File: src/rtl/mem_arbiter_if.sv
// Bundled fetch, load/store and memory-port signals of mem_arbiter.
// The slave modport is the arbiter's view; the master modport is the surrounding pipeline/memory view.
interface mem_arbiter_if;
  logic        if_req;
  logic [31:0] if_addr;
  logic        if_gnt;
  logic        if_valid;
  logic [31:0] if_rdata;

  logic        d_req;
  logic [1:0]  d_op;
  logic [1:0]  d_size;
  logic [31:0] d_addr;
  logic [31:0] d_wdata;
  logic        d_gnt;
  logic        d_valid;
  logic [31:0] d_rdata;
  logic        d_err;

  logic        m_req;
  logic        m_we;
  logic [31:0] m_addr;
  logic [31:0] m_wdata;
  logic [3:0]  m_wstrb;
  logic [31:0] m_rdata;

  modport slave (
    input  if_req, if_addr, d_req, d_op, d_size, d_addr, d_wdata, m_rdata,
    output if_gnt, if_valid, if_rdata, d_gnt, d_valid, d_rdata, d_err,
           m_req, m_we, m_addr, m_wdata, m_wstrb
  );

  modport master (
    output if_req, if_addr, d_req, d_op, d_size, d_addr, d_wdata, m_rdata,
    input  if_gnt, if_valid, if_rdata, d_gnt, d_valid, d_rdata, d_err,
           m_req, m_we, m_addr, m_wdata, m_wstrb
  );
endinterface

File: src/rtl/mem_arbiter.sv
// Fetch / load-store arbiter for a single-port, one-cycle-latency unified memory.
// Optional fetch-starvation limit is built when MEM_ARB_FAIRNESS_EN is defined.
module mem_arbiter (
  input  logic         clk,
  input  logic         reset,
  mem_arbiter_if.slave bus
);
  localparam logic [1:0] MEM_DISABLE   = 2'b00;
  localparam logic [1:0] MEM_READ_SEXT = 2'b01;
  localparam logic [1:0] MEM_READ_ZEXT = 2'b10;
  localparam logic [1:0] MEM_WRITE     = 2'b11;
  localparam int unsigned STARVE_MAX   = 3;

  typedef enum logic [1:0] {IDLE, ISSUE, RESP} state_t;

  state_t      state, stateNext;
  logic        dPending, dMisaligned, forceFetch;
  logic        grantData, grantFetch;
  logic        ownerData;
  logic [1:0]  opReg, sizeReg, offReg;
  logic [3:0]  baseStrb;
  logic [31:0] shifted, loadData;
  logic        unusedIfAddrLo;

  assign unusedIfAddrLo = ^bus.if_addr[1:0];
  assign dPending = bus.d_req && (bus.d_op != MEM_DISABLE);

  always_comb begin
    dMisaligned = 1'b0;
    baseStrb    = 4'b1111;
    case (bus.d_size)
      2'd0: baseStrb = 4'b0001;
      2'd1: begin
        baseStrb    = 4'b0011;
        dMisaligned = bus.d_addr[0];
      end
      2'd2: dMisaligned = (bus.d_addr[1:0] != 2'b00);
      default: dMisaligned = 1'b1;
    endcase
  end

`ifdef MEM_ARB_FAIRNESS_EN
  logic [2:0] starveCnt;

  // Counts data grants that bypassed a waiting fetch; saturates at the limit.
  always_ff @(posedge clk) begin
    if (reset || !bus.if_req || grantFetch)
      starveCnt <= '0;
    else if (grantData && (starveCnt != 3'(STARVE_MAX)))
      starveCnt <= starveCnt + 3'd1;
  end

  assign forceFetch = (starveCnt == 3'(STARVE_MAX));
`else
  assign forceFetch = 1'b0;
`endif

  always_comb begin
    grantData  = 1'b0;
    grantFetch = 1'b0;
    if (state == IDLE) begin
      if (dPending && !(forceFetch && bus.if_req))
        grantData = 1'b1;
      else if (bus.if_req)
        grantFetch = 1'b1;
    end
  end

  always_ff @(posedge clk) begin
    if (reset) state <= IDLE;
    else       state <= stateNext;
  end

  always_comb begin
    stateNext = state;
    case (state)
      IDLE:    if (grantFetch || (grantData && !dMisaligned)) stateNext = ISSUE;
      ISSUE:   stateNext = RESP;
      RESP:    stateNext = IDLE;
      default: stateNext = IDLE;
    endcase
  end

  always_ff @(posedge clk) begin
    if (reset) begin
      bus.m_req   <= 1'b0;
      bus.m_we    <= 1'b0;
      bus.m_addr  <= '0;
      bus.m_wdata <= '0;
      bus.m_wstrb <= '0;
      bus.d_err   <= 1'b0;
      ownerData   <= 1'b0;
      opReg       <= MEM_DISABLE;
      sizeReg     <= '0;
      offReg      <= '0;
    end else begin
      bus.m_req <= 1'b0;
      bus.d_err <= grantData && dMisaligned;
      if (state == ISSUE) begin
        bus.m_we    <= 1'b0;
        bus.m_wstrb <= '0;
      end
      if (grantFetch) begin
        bus.m_req   <= 1'b1;
        bus.m_we    <= 1'b0;
        bus.m_wstrb <= '0;
        bus.m_addr  <= {bus.if_addr[31:2], 2'b00};
        ownerData   <= 1'b0;
      end else if (grantData && !dMisaligned) begin
        bus.m_req  <= 1'b1;
        bus.m_we   <= (bus.d_op == MEM_WRITE);
        bus.m_addr <= {bus.d_addr[31:2], 2'b00};
        if (bus.d_op == MEM_WRITE) begin
          bus.m_wdata <= bus.d_wdata << {bus.d_addr[1:0], 3'b000};
          bus.m_wstrb <= baseStrb << bus.d_addr[1:0];
        end else begin
          bus.m_wstrb <= '0;
        end
        ownerData <= 1'b1;
        opReg     <= bus.d_op;
        sizeReg   <= bus.d_size;
        offReg    <= bus.d_addr[1:0];
      end
    end
  end

  // Lane-align the returned word, then extend according to the latched size/op.
  always_comb begin
    shifted = bus.m_rdata >> {offReg, 3'b000};
    case (sizeReg)
      2'd0: loadData = (opReg == MEM_READ_SEXT) ? {{24{shifted[7]}}, shifted[7:0]}
                                                 : {24'h000000, shifted[7:0]};
      2'd1: loadData = (opReg == MEM_READ_SEXT) ? {{16{shifted[15]}}, shifted[15:0]}
                                                 : {16'h0000, shifted[15:0]};
      default: loadData = shifted;
    endcase
  end

  always_comb begin
    bus.if_gnt   = grantFetch;
    bus.d_gnt    = grantData;
    bus.if_valid = (state == RESP) && !ownerData;
    bus.d_valid  = (state == RESP) && ownerData;
    bus.if_rdata = bus.if_valid ? bus.m_rdata : '0;
    bus.d_rdata  = (bus.d_valid && (opReg != MEM_WRITE)) ? loadData : '0;
    if (opReg == MEM_READ_ZEXT) bus.d_rdata = bus.d_valid ? loadData : '0;
  end
endmodule

File: src/flat_wrapper.sv
// flat-port wrapper written by rule: the top's interface ports become plain ports
module mem_arbiter_flat 
  (clk, reset, bus_if_req, bus_if_addr, bus_d_req, bus_d_op, bus_d_size, bus_d_addr, bus_d_wdata, bus_m_rdata, bus_if_gnt, bus_if_valid, bus_if_rdata, bus_d_gnt, bus_d_valid, bus_d_rdata, bus_d_err, bus_m_req, bus_m_we, bus_m_addr, bus_m_wdata, bus_m_wstrb);
  mem_arbiter_if bus_i ();
  input  logic clk;
  input  logic reset;
  input wire logic [$bits(bus_i.if_req)-1:0] bus_if_req;
  input wire logic [$bits(bus_i.if_addr)-1:0] bus_if_addr;
  input wire logic [$bits(bus_i.d_req)-1:0] bus_d_req;
  input wire logic [$bits(bus_i.d_op)-1:0] bus_d_op;
  input wire logic [$bits(bus_i.d_size)-1:0] bus_d_size;
  input wire logic [$bits(bus_i.d_addr)-1:0] bus_d_addr;
  input wire logic [$bits(bus_i.d_wdata)-1:0] bus_d_wdata;
  input wire logic [$bits(bus_i.m_rdata)-1:0] bus_m_rdata;
  output wire logic [$bits(bus_i.if_gnt)-1:0] bus_if_gnt;
  output wire logic [$bits(bus_i.if_valid)-1:0] bus_if_valid;
  output wire logic [$bits(bus_i.if_rdata)-1:0] bus_if_rdata;
  output wire logic [$bits(bus_i.d_gnt)-1:0] bus_d_gnt;
  output wire logic [$bits(bus_i.d_valid)-1:0] bus_d_valid;
  output wire logic [$bits(bus_i.d_rdata)-1:0] bus_d_rdata;
  output wire logic [$bits(bus_i.d_err)-1:0] bus_d_err;
  output wire logic [$bits(bus_i.m_req)-1:0] bus_m_req;
  output wire logic [$bits(bus_i.m_we)-1:0] bus_m_we;
  output wire logic [$bits(bus_i.m_addr)-1:0] bus_m_addr;
  output wire logic [$bits(bus_i.m_wdata)-1:0] bus_m_wdata;
  output wire logic [$bits(bus_i.m_wstrb)-1:0] bus_m_wstrb;
  assign bus_i.if_req = bus_if_req;
  assign bus_i.if_addr = bus_if_addr;
  assign bus_i.d_req = bus_d_req;
  assign bus_i.d_op = bus_d_op;
  assign bus_i.d_size = bus_d_size;
  assign bus_i.d_addr = bus_d_addr;
  assign bus_i.d_wdata = bus_d_wdata;
  assign bus_i.m_rdata = bus_m_rdata;
  assign bus_if_gnt = bus_i.if_gnt;
  assign bus_if_valid = bus_i.if_valid;
  assign bus_if_rdata = bus_i.if_rdata;
  assign bus_d_gnt = bus_i.d_gnt;
  assign bus_d_valid = bus_i.d_valid;
  assign bus_d_rdata = bus_i.d_rdata;
  assign bus_d_err = bus_i.d_err;
  assign bus_m_req = bus_i.m_req;
  assign bus_m_we = bus_i.m_we;
  assign bus_m_addr = bus_i.m_addr;
  assign bus_m_wdata = bus_i.m_wdata;
  assign bus_m_wstrb = bus_i.m_wstrb;
  mem_arbiter u_core (.clk(clk), .reset(reset), .bus(bus_i));
endmodule
File: config.mk
export PLATFORM = sky130hd
export DESIGN_NAME = mem_arbiter_flat
export DESIGN_NICKNAME = d
export VERILOG_FILES = /design/src/rtl/mem_arbiter_if.sv /design/src/rtl/mem_arbiter.sv /design/src/flat_wrapper.sv
export SDC_FILE = /design/constraint.sdc
export NUM_CORES = 1
export LEC_CHECK = 0
export ABC_AREA = 1
export CORE_ASPECT_RATIO = 0.75
export CORE_MARGIN = 10
export CORE_UTILIZATION = 41
export DETAILED_ROUTE_END_ITERATION = 10
export PLACE_DENSITY = 0.84
export SYNTH_ARGS = -nofsm -noshare
export SYNTH_HDL_FRONTEND = slang
export SYNTH_SLANG_ARGS = --single-unit
export TNS_END_PERCENT = 30
File: constraint.sdc
create_clock -name clk -period 1.7 [get_ports clk]
set_input_delay 0.255 -clock clk [delete_from_list [all_inputs] [get_ports clk]]
set_output_delay 0.255 -clock clk [all_outputs]
set_load 0.05 [all_outputs]
==> summary.md <==
| Metric | Value |
|---|---|
| Utilization after layout | `76.16%` |
| Most frequent cells in the layout | `nand2_1 (297), buf_4 (165), clkdlybuf4s50_1 (128)` |
| Die footprint | `0.01814 mm2` |
| Hold_buf cts | `0` |
| Switch Pwr | `2265 uW` |
| Worst min path class | `in2reg` |
| Max frequency | `0.4984 GHz` |
| Final setup margin | `-306.5 ps` |
| Number of buffer and inverter stages on the critical path | `3` |
| CP Data Required Time | `1440 ps` |
| Clock-pin slew of the registers on the worst-case setup and hold paths | `60 ps` |
| Critical Path, Cell by Cell | `clkbuf_16 > o31ai_1 > inv_1 > nor2_4 > buf_12` |
| Sw Share | `36.07%` |
| Die width | `152.2 um` |
| Slowest stage delay, CP | `400 ps` |
| Slowest stage cell on the critical path | `dfxtp_4` |
| GP Congestion | `0.9355` |
| Max Slew Vio Count | `0` |
| Pin count of the biggest net entering global routing | `58` |
| Placed insts | `1391` |
| Clock period minus worst slack | `2007 ps` |
| WS Path Type | `reg2out` |
| Initial core utilization | `41.60%` |
| Critical Path End Type | `output pin` |
| I/O Buffers | `270` |
| Worst-Skew Late Latency | `330 ps` |
| GRT Total Usage | `23.47%` |
| First-pass GRT wire length | `35170 um` |
| Sequential-to-total area share from yosys stat | `29.04%` |
| Vias | `7043` |
| Worst setup SP type | `flip-flop` |
| Crit path max fanout | `28` |
| Synth cell types | `29` |
| Max Cap Viol | `0` |
| Seq cells post-synth | `78` |
| Initial antenna violation count | `4` |
| Leakage Power | `0.004672 uW` |
| 1st-pass router iterations | `5` |
| CTS tree | `built` |
| Failing checks | `negative setup slack` |
| Setup TNS | `-10930 ps` |
| DRT iter0 DRCs | `460` |
| Worst clock skew | `8.470 ps` |
| Core area | `0.01293 mm2` |
| HPWL after DPL | `17800 um` |
| Clock tree buffer depth | `2` |
| Fin nets | `1376` |
| Internal | `4015 uW` |
| GRT overflow | `0` |
| Total CTS buffers | `9` |
| Layout cells sized above 1 | `29.80%` |
| Non-filler instance count after layout | `1419` |
| Arrival time worst endpoint | `1750 ps` |
| P&R area growth vs syn | `83.09%` |
| Sequential fraction of design power | `32.3%` |
| Post-route ant nets | `0` |
| WL per Instance | `16.56 um` |
| Clk sinks | `78` |
| Comb power frac | `37.8%` |
| Period utilisation layout | `118.0%` |
| Detailed-route wire length | `23500 um` |
| Power density over cell area | `637.9 mW/mm2` |
| Vias in the first global route | `6510` |
| # rows | `36` |
| CTS root buf | `clkbuf_16` |
| RSZ-0062 raised after global routing | `yes` |
| Htree depth | `3` |
| Worst VDD drop | `531.3 uV` |
| Final Hold Fails | `0` |
| Via density | `4.963` |
| Finish-stage setup viols | `64` |
| DRC | `0` |
| Number of synthesis warnings | `0` |
| Status | `finished with violations` |
| Cells after Synth | `936` |
| Worst Hold Margin | `465.5 ps` |
| Die Ht | `119.2 um` |
| Mean Syn Cell Area | `5.745 um2` |
| Clock Power Share | `29.9%` |
| Commonest non-fill, non-tap cell in the layout | `nand2_1` |
| IO Count | `275` |
| Crit path max-delay family | `buffers and inverters` |
| Synth Cell Area | `0.005378 mm2` |
per-layer routing:
layer / vias up / share of wire, % / GRT usage, % / routed length, um
li1: 3479 / - / - / -
met1: 3195 / 40 / 27.62 / 9475
met2: 317 / 48 / 40.20 / 11320
met3: 50 / 8.4 / 6.940 / 1978
met4: 2 / 3.0 / 7.683 / 715
met5: - / 0.047 / 0 / 11
worst paths after layout:
check | cells after the start | to | slack [ps] | startpoint
worst min register to register | 2 | u_core.opReg[1]$_SDFFE_PP0P_ | 470 | u_core.opReg[1]$_SDFFE_PP0P_
worst max-delay path | 5 | bus_d_rdata[27] | -310 | u_core.offReg[0]$_SDFFE_PP0P_
worst max register to register | 10 | u_core.bus.m_addr[22]$_SDFFE_PP0P_ | 240 | u_core.state[1]$_SDFFE_PP0P_
worst min-delay path | 4 | u_core.opReg[0]$_SDFFE_PP0P_ | 470 | bus_d_op[0]
state kept, by name (all words and copies together) (netlist names):
register,cells
u_core.offReg,2
u_core.bus.m_wstrb,4
u_core.opReg,2
u_core.bus.d_err,1
u_core.sizeReg,2
u_core.ownerData,1
u_core.bus.m_addr,30
u_core.bus.m_we,1
u_core.bus.m_req,1
u_core.bus.m_wdata,32
u_core.state,2
cell usage after synthesis (all sizes together):
cell,count,area [um2]
o211ai,7,52.55
conb,1,3.750
clkinv,2,8.750
o31ai,9,67.56
buf,37,247.7
o21ai,49,245.2
nor3,4,36.29
clkbuf,26,97.59
or2,7,43.79
nor2,154,610.6
nand4,8,50.05
nand3,47,257.8
a21oi,45,225.2
dfxtp,78,1562
nand3b,30,225.2
nand2,312,1194
inv,120,450.4
logic make-up (layout without fill, tap and decap cells):
kind of cell / Yosys count / in the layout / synth area share [%]
buffers and inverters: 185 / 492 / 14.96
AND/OR/NAND/NOR: 562 / 563 / 44.95
other: 1 / 5 / 0.06973
AO/OA/AOI/OAI: 110 / 110 / 10.98
flip-flops: 78 / 78 / 29.04
per-stage QoR:
step           setup WS [ps]  power (uW)  area, um2
2_1_floorplan         -355.7        3422       5899
3_3_place_gp          -206.7        4278       9180
3_5_place_dp          -258.6        4310       9180
4_1_cts               -200.7        6235       9663
5_1_grt               -350.9        6570       9846
6_report              -306.5        6280       9846
worst register-to-register path, delay by kind of cell (launching register included):
family / cells / cell delay (ps)
and+or+nand+nor: 7 / 620
buffers and inverters: 3 / 410
DFF: 1 / 330
layout make-up:
| type | count | area, um2 |
|---|---|---|
| Sequential cell | 78 | 1573 |
| Inverter | 122 | 473.0 |
| Timing Repair inverter | 1 | 11.26 |
| Multi-Input combinational cell | 675 | 3679 |
| Antenna cell | 3 | 7.507 |
| Tap cell | 171 | 214.0 |
| Clock buffer | 10 | 229.0 |
| Timing Repair Buffer | 353 | 3597 |
| Fill cell | 976 | 3082 |
| Clock inverter | 6 | 62.56 |
power groups by stage:
| stage | Combinational, uW | Sequential, uW | Clock (uW) |
|---|---|---|---|
| floorplan | 1000 | 2420 | 0 |
| global placement | 2220 | 2060 | 0 |
| detailed placement | 2250 | 2060 | 0 |
| CTS | 2300 | 2020 | 1910 |
| global route | 2540 | 2040 | 1980 |
| finish | 2380 | 2030 | 1880 |
repair_timing:
item                                    CTS  global route
pin swaps                                 9            11
setup buffers                             4             2
cloned                                    2             1
endpoints found under the setup margin   66            66
hold endpoints to repair                  0             0
gates resized for setup                  54            33
Note: power is estimated with default switching activity, not from simulation.
